## src/rtl/tlul_reg_responder.sv

```systemverilog
// tlul_reg_responder: TL-UL device port bridging single requests to a simple register strobe interface
module tlul_reg_responder #(
  parameter int          SrcW          = 8,
  parameter logic [31:0] AddrSpace     = 32'h40090000,
  parameter logic [31:0] AddrMask      = 32'h0000ffff,
  parameter int          TimeoutCycles = 255
) (
  input  logic            clk_i,
  input  logic            rst_i,
  input  logic            a_valid_i,
  input  logic [2:0]      a_opcode_i,
  input  logic [1:0]      a_size_i,
  input  logic [SrcW-1:0] a_source_i,
  input  logic [31:0]     a_address_i,
  input  logic [3:0]      a_mask_i,
  input  logic [31:0]     a_data_i,
  output logic            a_ready_o,
  output logic            d_valid_o,
  output logic [2:0]      d_opcode_o,
  output logic [1:0]      d_size_o,
  output logic [SrcW-1:0] d_source_o,
  output logic [31:0]     d_data_o,
  output logic            d_error_o,
  input  logic            d_ready_i,
  output logic            re_o,
  output logic            we_o,
  output logic [31:0]     addr_o,
  output logic [31:0]     wdata_o,
  output logic [3:0]      be_o,
  input  logic [31:0]     rdata_i,
  input  logic            rerror_i,
  input  logic            rready_i
);
  localparam logic [1:0] IDLE   = 2'd0;
  localparam logic [1:0] ACCESS = 2'd1;
  localparam logic [1:0] RESP   = 2'd2;
  localparam logic [7:0] CntMax = 8'(TimeoutCycles - 1);

  logic [1:0]      state_q, state_d;
  logic [7:0]      cnt_q, cnt_d;
  logic            get_q, get_d;
  logic            err_q, err_d;
  logic [1:0]      size_q, size_d;
  logic [SrcW-1:0] src_q, src_d;
  logic [31:0]     addr_q, addr_d;
  logic [31:0]     wdata_q, wdata_d;
  logic [31:0]     data_q, data_d;
  logic [3:0]      mask_q, mask_d;
  logic [3:0]      lanes;
  logic            req_err;

  // byte lanes naturally covered by the request size/offset, and request legality
  always_comb begin
    lanes = a_size_i == 2'd0 ? 4'b0001 << a_address_i[1:0] :
            a_size_i == 2'd1 ? (a_address_i[1] ? 4'b1100 : 4'b0011) : 4'b1111;
    req_err = !(a_opcode_i == 3'd0 || a_opcode_i == 3'd1 || a_opcode_i == 3'd4) ||
              a_size_i == 2'd3 ||
              (a_size_i == 2'd1 && a_address_i[0]) ||
              (a_size_i == 2'd2 && a_address_i[1:0] != 2'd0) ||
              ((a_address_i & ~AddrMask) != AddrSpace) ||
              (a_opcode_i == 3'd0 && (a_mask_i & lanes) != lanes) ||
              ((a_mask_i & ~lanes) != 4'd0);
  end

  // transaction sequencing: accept, wait for register completion or timeout, hold response
  always_comb begin
    state_d = state_q;
    cnt_d   = cnt_q;
    get_d   = get_q;
    err_d   = err_q;
    size_d  = size_q;
    src_d   = src_q;
    addr_d  = addr_q;
    wdata_d = wdata_q;
    data_d  = data_q;
    mask_d  = mask_q;
    if (state_q == IDLE && a_valid_i) begin
      state_d = req_err ? RESP : ACCESS;
      cnt_d   = 8'd0;
      get_d   = a_opcode_i == 3'd4;
      err_d   = req_err;
      size_d  = a_size_i;
      src_d   = a_source_i;
      addr_d  = a_address_i & AddrMask & ~32'h3;
      wdata_d = a_data_i;
      mask_d  = a_mask_i;
      data_d  = (req_err && a_opcode_i == 3'd4) ? 32'hFFFFFFFF : 32'd0;
    end else if (state_q == ACCESS) begin
      if (rready_i) begin
        state_d = RESP;
        err_d   = rerror_i;
        data_d  = get_q ? (rerror_i ? 32'hFFFFFFFF : rdata_i) : 32'd0;
      end else if (cnt_q == CntMax) begin
        state_d = RESP;
        err_d   = 1'b1;
        data_d  = get_q ? 32'hFFFFFFFF : 32'd0;
      end else begin
        cnt_d = cnt_q + 8'd1;
      end
    end else if (state_q == RESP && d_ready_i) begin
      state_d = IDLE;
    end
  end

  // state registers, cleared by synchronous reset
  always_ff @(posedge clk_i) begin
    if (rst_i) begin
      state_q <= IDLE;
      cnt_q   <= 8'd0;
      get_q   <= 1'b0;
      err_q   <= 1'b0;
      size_q  <= 2'd0;
      src_q   <= '0;
      addr_q  <= 32'd0;
      wdata_q <= 32'd0;
      data_q  <= 32'd0;
      mask_q  <= 4'd0;
    end else begin
      state_q <= state_d;
      cnt_q   <= cnt_d;
      get_q   <= get_d;
      err_q   <= err_d;
      size_q  <= size_d;
      src_q   <= src_d;
      addr_q  <= addr_d;
      wdata_q <= wdata_d;
      data_q  <= data_d;
      mask_q  <= mask_d;
    end
  end

  assign a_ready_o  = state_q == IDLE;
  assign d_valid_o  = state_q == RESP;
  assign d_opcode_o = {2'b00, get_q};
  assign d_size_o   = size_q;
  assign d_source_o = src_q;
  assign d_data_o   = data_q;
  assign d_error_o  = err_q;
  assign re_o       = state_q == ACCESS && get_q;
  assign we_o       = state_q == ACCESS && !get_q;
  assign addr_o     = addr_q;
  assign wdata_o    = wdata_q;
  assign be_o       = state_q == ACCESS ? (get_q ? 4'hF : mask_q) : 4'h0;
endmodule

```

## config.mk

```make
export PLATFORM = sky130hd
export DESIGN_NAME = tlul_reg_responder
export DESIGN_NICKNAME = d
export VERILOG_FILES = /design/src/rtl/tlul_reg_responder.sv
export SDC_FILE = /design/constraint.sdc
export NUM_CORES = 1
export LEC_CHECK = 0
export CAP_MARGIN = 25
export CORE_ASPECT_RATIO = 1.75
export CORE_MARGIN = 2
export CORE_UTILIZATION = 30
export CTS_CLUSTER_SIZE = 40
export DETAILED_ROUTE_END_ITERATION = 10
export PLACE_DENSITY = 0.65
export SLEW_MARGIN = 20
export SYNTH_ARGS = -nofsm -noshare
export SYNTH_HDL_FRONTEND = slang
export SYNTH_SLANG_ARGS = --single-unit
export TNS_END_PERCENT = 20
```

## constraint.sdc

```tcl
create_clock -name clk_i -period 2.7 [get_ports clk_i]
set_clock_uncertainty 0.15 [all_clocks]
set_input_delay 0.27 -clock clk_i [delete_from_list [all_inputs] [get_ports clk_i]]
set_output_delay 0.27 -clock clk_i [all_outputs]
set_load 0.01 [all_outputs]
```

==> results of run 1 <==
==> through the flow <==
stage	power, mW	instance area, um^2
after global placement	2.41	6650
final	3.70	6950
after floorplan	2.02	4510
after global routing	3.89	6950
after detailed placement	2.43	6650
after CTS	3.76	6950
==> layer usage <==
layer | GRT usage [%] | part of all wire, %
met5 | 0 | 0
met2 | 31.9 | 54
met4 | 6.43 | 2.0
met3 | 5.16 | 7.4
met1 | 18.5 | 36
==> synthesized netlist by cell type, types with 3 or more instances <==
master    instances
or3_1             3
nor2b_1           3
o21ai_0          37
buf_2             4
inv_1             6
buf_6             5
a211oi_1         23
a211oi_2         10
nand3_1           3
buf_1             4
nor2_1           53
nand2_1         128
buf_4            22
dfxtp_1         104
mux2i_1           3
clkbuf_1         26
a21oi_1          67
xor2_1            4
==> layout by cell type (no fill, tap or decap), drive strengths merged, types with 2 or more instances in the layout <==
cell / n
inv: 8
mux2i: 3
clkdlybuf4s50: 215
nor2b: 3
nand4: 2
nor2: 53
o21ai: 37
nor4b: 2
nand2b: 3
buf: 10
or3: 3
nand3: 5
a31o: 2
xor2: 4
clkbuf: 11
and4: 2
a211oi: 33
nor3: 2
a311oi: 2
nand2: 128
dfxtp: 104
nor4: 2
ha: 2
a21oi: 67
conb: 20
nor3b: 2
==> layout make-up <==
type / instances / area, um^2 / area share (%)
clock buffer: 11 / 233 / 3.35
clock inverter: 5 / 63.8 / 0.919
inverter: 6 / 22.5 / 0.324
multi-input combinational: 393 / 2070 / 29.8
sequential: 104 / 2080 / 30.0
tap: 180 / 225 / 3.24
timing repair buffer: 225 / 2250 / 32.4
==> registers in the layout, indices dropped and copies added, names as in the netlist <==
signal      flops
d_data_o       32
mask_q          4
addr_o         14
d_source_o      8
get_q           1
d_size_o        2
state_q         2
cnt_q           8
wdata_o        32
d_error_o       1
==> cell families after synthesis <==
kind of cell	count (synthesis)	share of synthesized area (%)
buffers and inverters	67	8.48
adder cells (fa/ha/maj)	2	0.563
AO/OA/AOI/OAI	152	22.0
multiplexers	4	0.930
XOR/XNOR	5	0.986
flip-flops	104	46.9
AND/OR/NAND/NOR	210	20.1
other	1	0.0844
==> power by group through the flow <==
stage | Combinational [mW] | Clock, mW | Sequential (mW)
after CTS | 0.717 | 1.36 | 1.68
after global routing | 0.775 | 1.43 | 1.69
final | 0.709 | 1.32 | 1.67
after detailed placement | 0.714 | 0 | 1.71
after global placement | 0.705 | 0 | 1.71
after floorplan | 0.276 | 0 | 1.74
==> path summary, 6_finish.rpt <==
| check | slack, ns | startpoint | cells past startpoint | end |
|---|---|---|---|---|
| worst min-delay path | 0.30 | wdata_o[18] | 2 | wdata_o[18] |
| worst max register to register | 0.50 | cnt_q[0] | 8 | d_data_o[10] |
| worst min register to register | 0.30 | wdata_o[18] | 2 | wdata_o[18] |
| worst max-delay path | 0.50 | cnt_q[0] | 8 | d_data_o[10] |
==> worst max-delay path, cell delays in order (launching register included) <==
cell and delay [ns]:
dfxtp_1 0.44, inv_1 0.07, ha_1 0.19, and2_1 0.19, a31o_2 0.28, a21oi_1 0.31
nor3_4 0.07, buf_12 0.18, a211oi_1 0.23
==> results.cfg, run 1 <==
[grt]
grt_use_total_pct = 17.5
grt_pass1_wl_um = 21800
antenna_found_initial = 0
grt_pass1_vias = 4479
grt_remaining_overflow = 0
grt_max_degree = 61

[layout]
drive_gt1_share_pct = 6.18
fillCellCount = 1424
antennaDiodeCount = 0
synthToLayoutAreaGrowth_pct = 56.4
layout.nets = 860
finalCoreUtilization_pct = 48.1
instances_no_fill = 924

[cts]
root_buffer = clkbuf_16
htree_levels = 3
tritoncts = built
postCtsSetupBuffers = 0
clk_path_buf_depth = 2
holdBufCountCts = 0
clkSlewWorstSetupHoldPaths_ns = 0.07
cts.sinks = 104
clock_latency_ns = 0.34
cts_made_buffers = 9
post_cts_resized = 0

[worst_setup_path]
cp.arrival_ns = 2.31
required_ns = 2.80
critPathKind = reg2reg
end_kind = register
cp_max_fo = 32
startpoint_type = register

[pwr]
pwr-share-seq_pct = 45.3
p_sw_mw = 0.955
powerDensity_mw_per_mm2 = 533
power_frac_comb_pct = 19.1
swShare_pct = 25.8
clockPowerShare_pct = 35.6
p_leak_nw = 2.49
vdd_ir_drop_max_mv = 0.298
internal_power_mw = 2.75

[yosys]
ys_ff_latch = 104
synth_area_leaders = dfxtp_1 47%, nand2_1 11%, a21oi_1 7.6%
synth_edf_count = 0
synth_ff_type = dfxtp_1
synth_top_area_cell = dfxtp_1
async_flop_share_pct = 0
ys_warn_count = 0
netlist_area_mm2 = 0.00444
synth_top_area_share_pct = 46.9
syn_inst = 545
synth_cell_types = 50
ys_seq_area_share_pct = 46.9
postSynthAreaPerCell_um2 = 8.15

[drt]
viasPerCell = 4.77
drt_iter0_markers = 114
routed_wl_um = 13700
vias = 4412
drt_first_pass_iters = 4
antenna_left = 0
routedWlPerCell_um = 14.9
route.detailed.drc = 0

[placement]
dp.cells = 908
pre_cts_slack_ns = 0.173
numPortBuffers = 216
place_hpwl_um = 10200
place_congestion = 0.845

[timing]
fmax_mhz = 454
fin_ws_ns = 0.499
tightest_slew_ns = 0.703
fin_tns_setup_ns = 0
finalCritPeriodShare_pct = 81.5
period_needed_ns = 2.20
grt_setup_unrepaired = false
drv_slew = 0
hold_violations = 0
slew-limit-headroom_pct = 53.1
finalSetupViolCount = 0
hold_ws_ns = 0.303

[worst_hold_path]
min_path_type = reg2reg

[die]
core_mm2 = 0.0144
fp.dieH_um = 165
rows = 58
io_pins = 237
die_x_um = 96.0
dieArea_mm2 = 0.0158
start_util_pct = 30.7

[run]
maxCapViolCount = 0

[status]
status = complete, no violations
(Power assumes the default switching activity.)
==> run 2: changes to the inputs <==
==> constraint.sdc (replaced) <==
create_clock -name clk_i -period 2.1 [get_ports clk_i]
set_clock_uncertainty 0.15 [all_clocks]
set_input_delay 0.21 -clock clk_i [delete_from_list [all_inputs] [get_ports clk_i]]
set_output_delay 0.21 -clock clk_i [all_outputs]
set_load 0.01 [all_outputs]
==> run 2 against run 1 <==
Against the previous run:
- non-clock buffer count increased by 19
- hold slack worse by 0.048 ns
- clock power increased by 22%
- combinational power is 36% higher
- sequential cell count is the same
- first-iteration DRC count is 17% higher
- routed wire length is 2.3% higher
- critical endpoint is now we_o
- global-route usage is essentially flat
- critical path depth shrank 4
==> results.cfg, run 2 (same netlist as run 1, synthesis figures left out) <==
[cts]
clk_path_buf_depth = 2
clock_latency_ns = 0.34
htree_levels = 3
root_buffer = clkbuf_16
clkSlewWorstSetupHoldPaths_ns = 0.08
postCtsSetupBuffers = 0
tritoncts = built
cts.sinks = 104
cts_made_buffers = 9

[grt]
grt_max_degree = 57
antenna_found_initial = 0
grt_remaining_overflow = 0
grt_pass1_wl_um = 21800
grt_use_total_pct = 17.4
grt_pass1_vias = 4534

[die]
die_x_um = 96.0
core_mm2 = 0.0144
start_util_pct = 30.7
dieArea_mm2 = 0.0158
fp.dieH_um = 165
io_pins = 237
rows = 58

[timing]
finalSetupViolCount = 0
grt_setup_unrepaired = false
finalCritPeriodShare_pct = 96.8
fmax_mhz = 492
hold_violations = 0
period_needed_ns = 2.03
drv_slew = 0
slew-limit-headroom_pct = 59.6
tightest_slew_ns = 0.607

[pwr]
powerDensity_mw_per_mm2 = 659
vdd_ir_drop_max_mv = 0.330
p_leak_nw = 2.66
p_total_mw = 4.73

[drt]
routedWlPerCell_um = 14.9
routed_wl_um = 14000
drt_first_pass_iters = 5
drt_iter0_markers = 133
viasPerCell = 4.75
antenna_left = 0
route.detailed.drc = 0
vias = 4476

[layout]
instances_no_fill = 943
final_cell_mix = 210 x clkdlybuf4s50_1, 127 x nand2_1, 104 x dfxtp_1
layout.nets = 879
final_common_cell = clkdlybuf4s50_1
finalCoreUtilization_pct = 49.6
synthToLayoutAreaGrowth_pct = 61.5
drive_gt1_share_pct = 9.04
fillCellCount = 1366
antennaDiodeCount = 0

[status]
status = complete, no violations

[placement]
place_congestion = 0.806
dp.cells = 926
numPortBuffers = 216
place_hpwl_um = 10600

[worst_setup_path]
r2r_setup_slack_ns = 0.12
startpoint_type = register
end_kind = output pin
required_ns = 1.74
critPathKind = reg2out
path_cells = buf_4 > nand2b_4 > nor2_1 > clkdlybuf4s50_1
reg2reg_from = cnt_q[0]
slowest_stage = clkdlybuf4s50_1
slowest_delay_ns = 0.54
cp.arrival_ns = 1.67
reg2reg_depth = 8
crit_start = state_q[1]
endpoint = we_o
cp_max_fo = 8
r2r_end = cnt_q[4]

[run]
maxCapViolCount = 0

[worst_hold_path]
min_path_type = in2reg
run 2: changes by cell type in the layout (fill, tap and decap cells not counted), sizes merged:
cell,previous run,this run
buf,10,28
clkdlybuf4s50,215,210
clkbuf,11,9
dlymetal6s2s,0,1
dlygate4sd2,0,4
dlygate4sd3,0,1
clkinvlp,1,0
bufinv,1,0
inv,8,9
clkinv,1,4
run 2: metrics by stage:
| stage | worst slack [ns] | cell area [um^2] | hold WS [ns] | setup TNS [ns] |
|---|---|---|---|---|
| 2_1_floorplan | 0.0725 | 4510 | 0.196 | 0 |
| 3_3_place_gp | -0.188 | 6850 | 0.291 | -5.99 |
| 3_5_place_dp | -0.280 | 6850 | 0.296 | -9.02 |
| 4_1_cts | 0.0159 | 7140 | 0.239 | 0 |
| 5_1_grt | 0.00308 | 7170 | 0.250 | 0 |
| 6_report | 0.0680 | 7170 | 0.255 | 0 |
run 2: report_power, final:
part	internal, mW	switching, mW	total, mW
combinational	0.539	0.423	0.962
sequential	2.09	0.0618	2.15
clock	0.830	0.784	1.61
total	3.46	1.27	4.73
run 2: repair_timing:
action,in CTS,in global routing
hold buffers,1,0
hold endpoints to repair,2,0
resized for setup,4,5
setup endpoints to repair,4,33
run 2: final cells by class:
cell class                 instances  area [um^2]  area share, %
clock buffer                       9          225           3.14
multi-input combinational        393         2090           29.2
inverter                           6         22.5          0.314
tap                              180          225           3.14
sequential                       104         2080           29.0
timing repair buffer             244         2460           34.3
clock inverter                     7         63.8          0.890
run 2: worst min path at each step:
| stage | from | end | slack [ns] | cells after the start |
|---|---|---|---|---|
| floorplan | a_mask_i[0] | mask_q[0] | 0.20 | 2 |
| global placement | d_source_o[5] | d_source_o[5] | 0.29 | 2 |
| detailed placement | addr_o[7] | addr_o[7] | 0.30 | 2 |
| CTS | a_address_i[13] | addr_o[13] | 0.24 | 3 |
| global route | a_address_i[13] | addr_o[13] | 0.25 | 3 |
| finish | a_data_i[2] | wdata_o[2] | 0.26 | 3 |
run 2: worst max-delay path: cells and delay by family, from the launching register on:
| family | cells | cell delay [ns] |
|---|---|---|
| DFF | 1 | 0.33 |
| and+or+nand+nor | 2 | 0.30 |
| buffers and inverters | 2 | 0.70 |
run 2: metal layers:
layer / vias up / track usage [%] / share of wire, %
li1: 2227 / - / -
met1: 2053 / 18.0 / 36
met2: 175 / 32.8 / 55
met3: 21 / 3.92 / 6.5
met4: 0 / 7.34 / 2.2
met5: - / 0 / 0
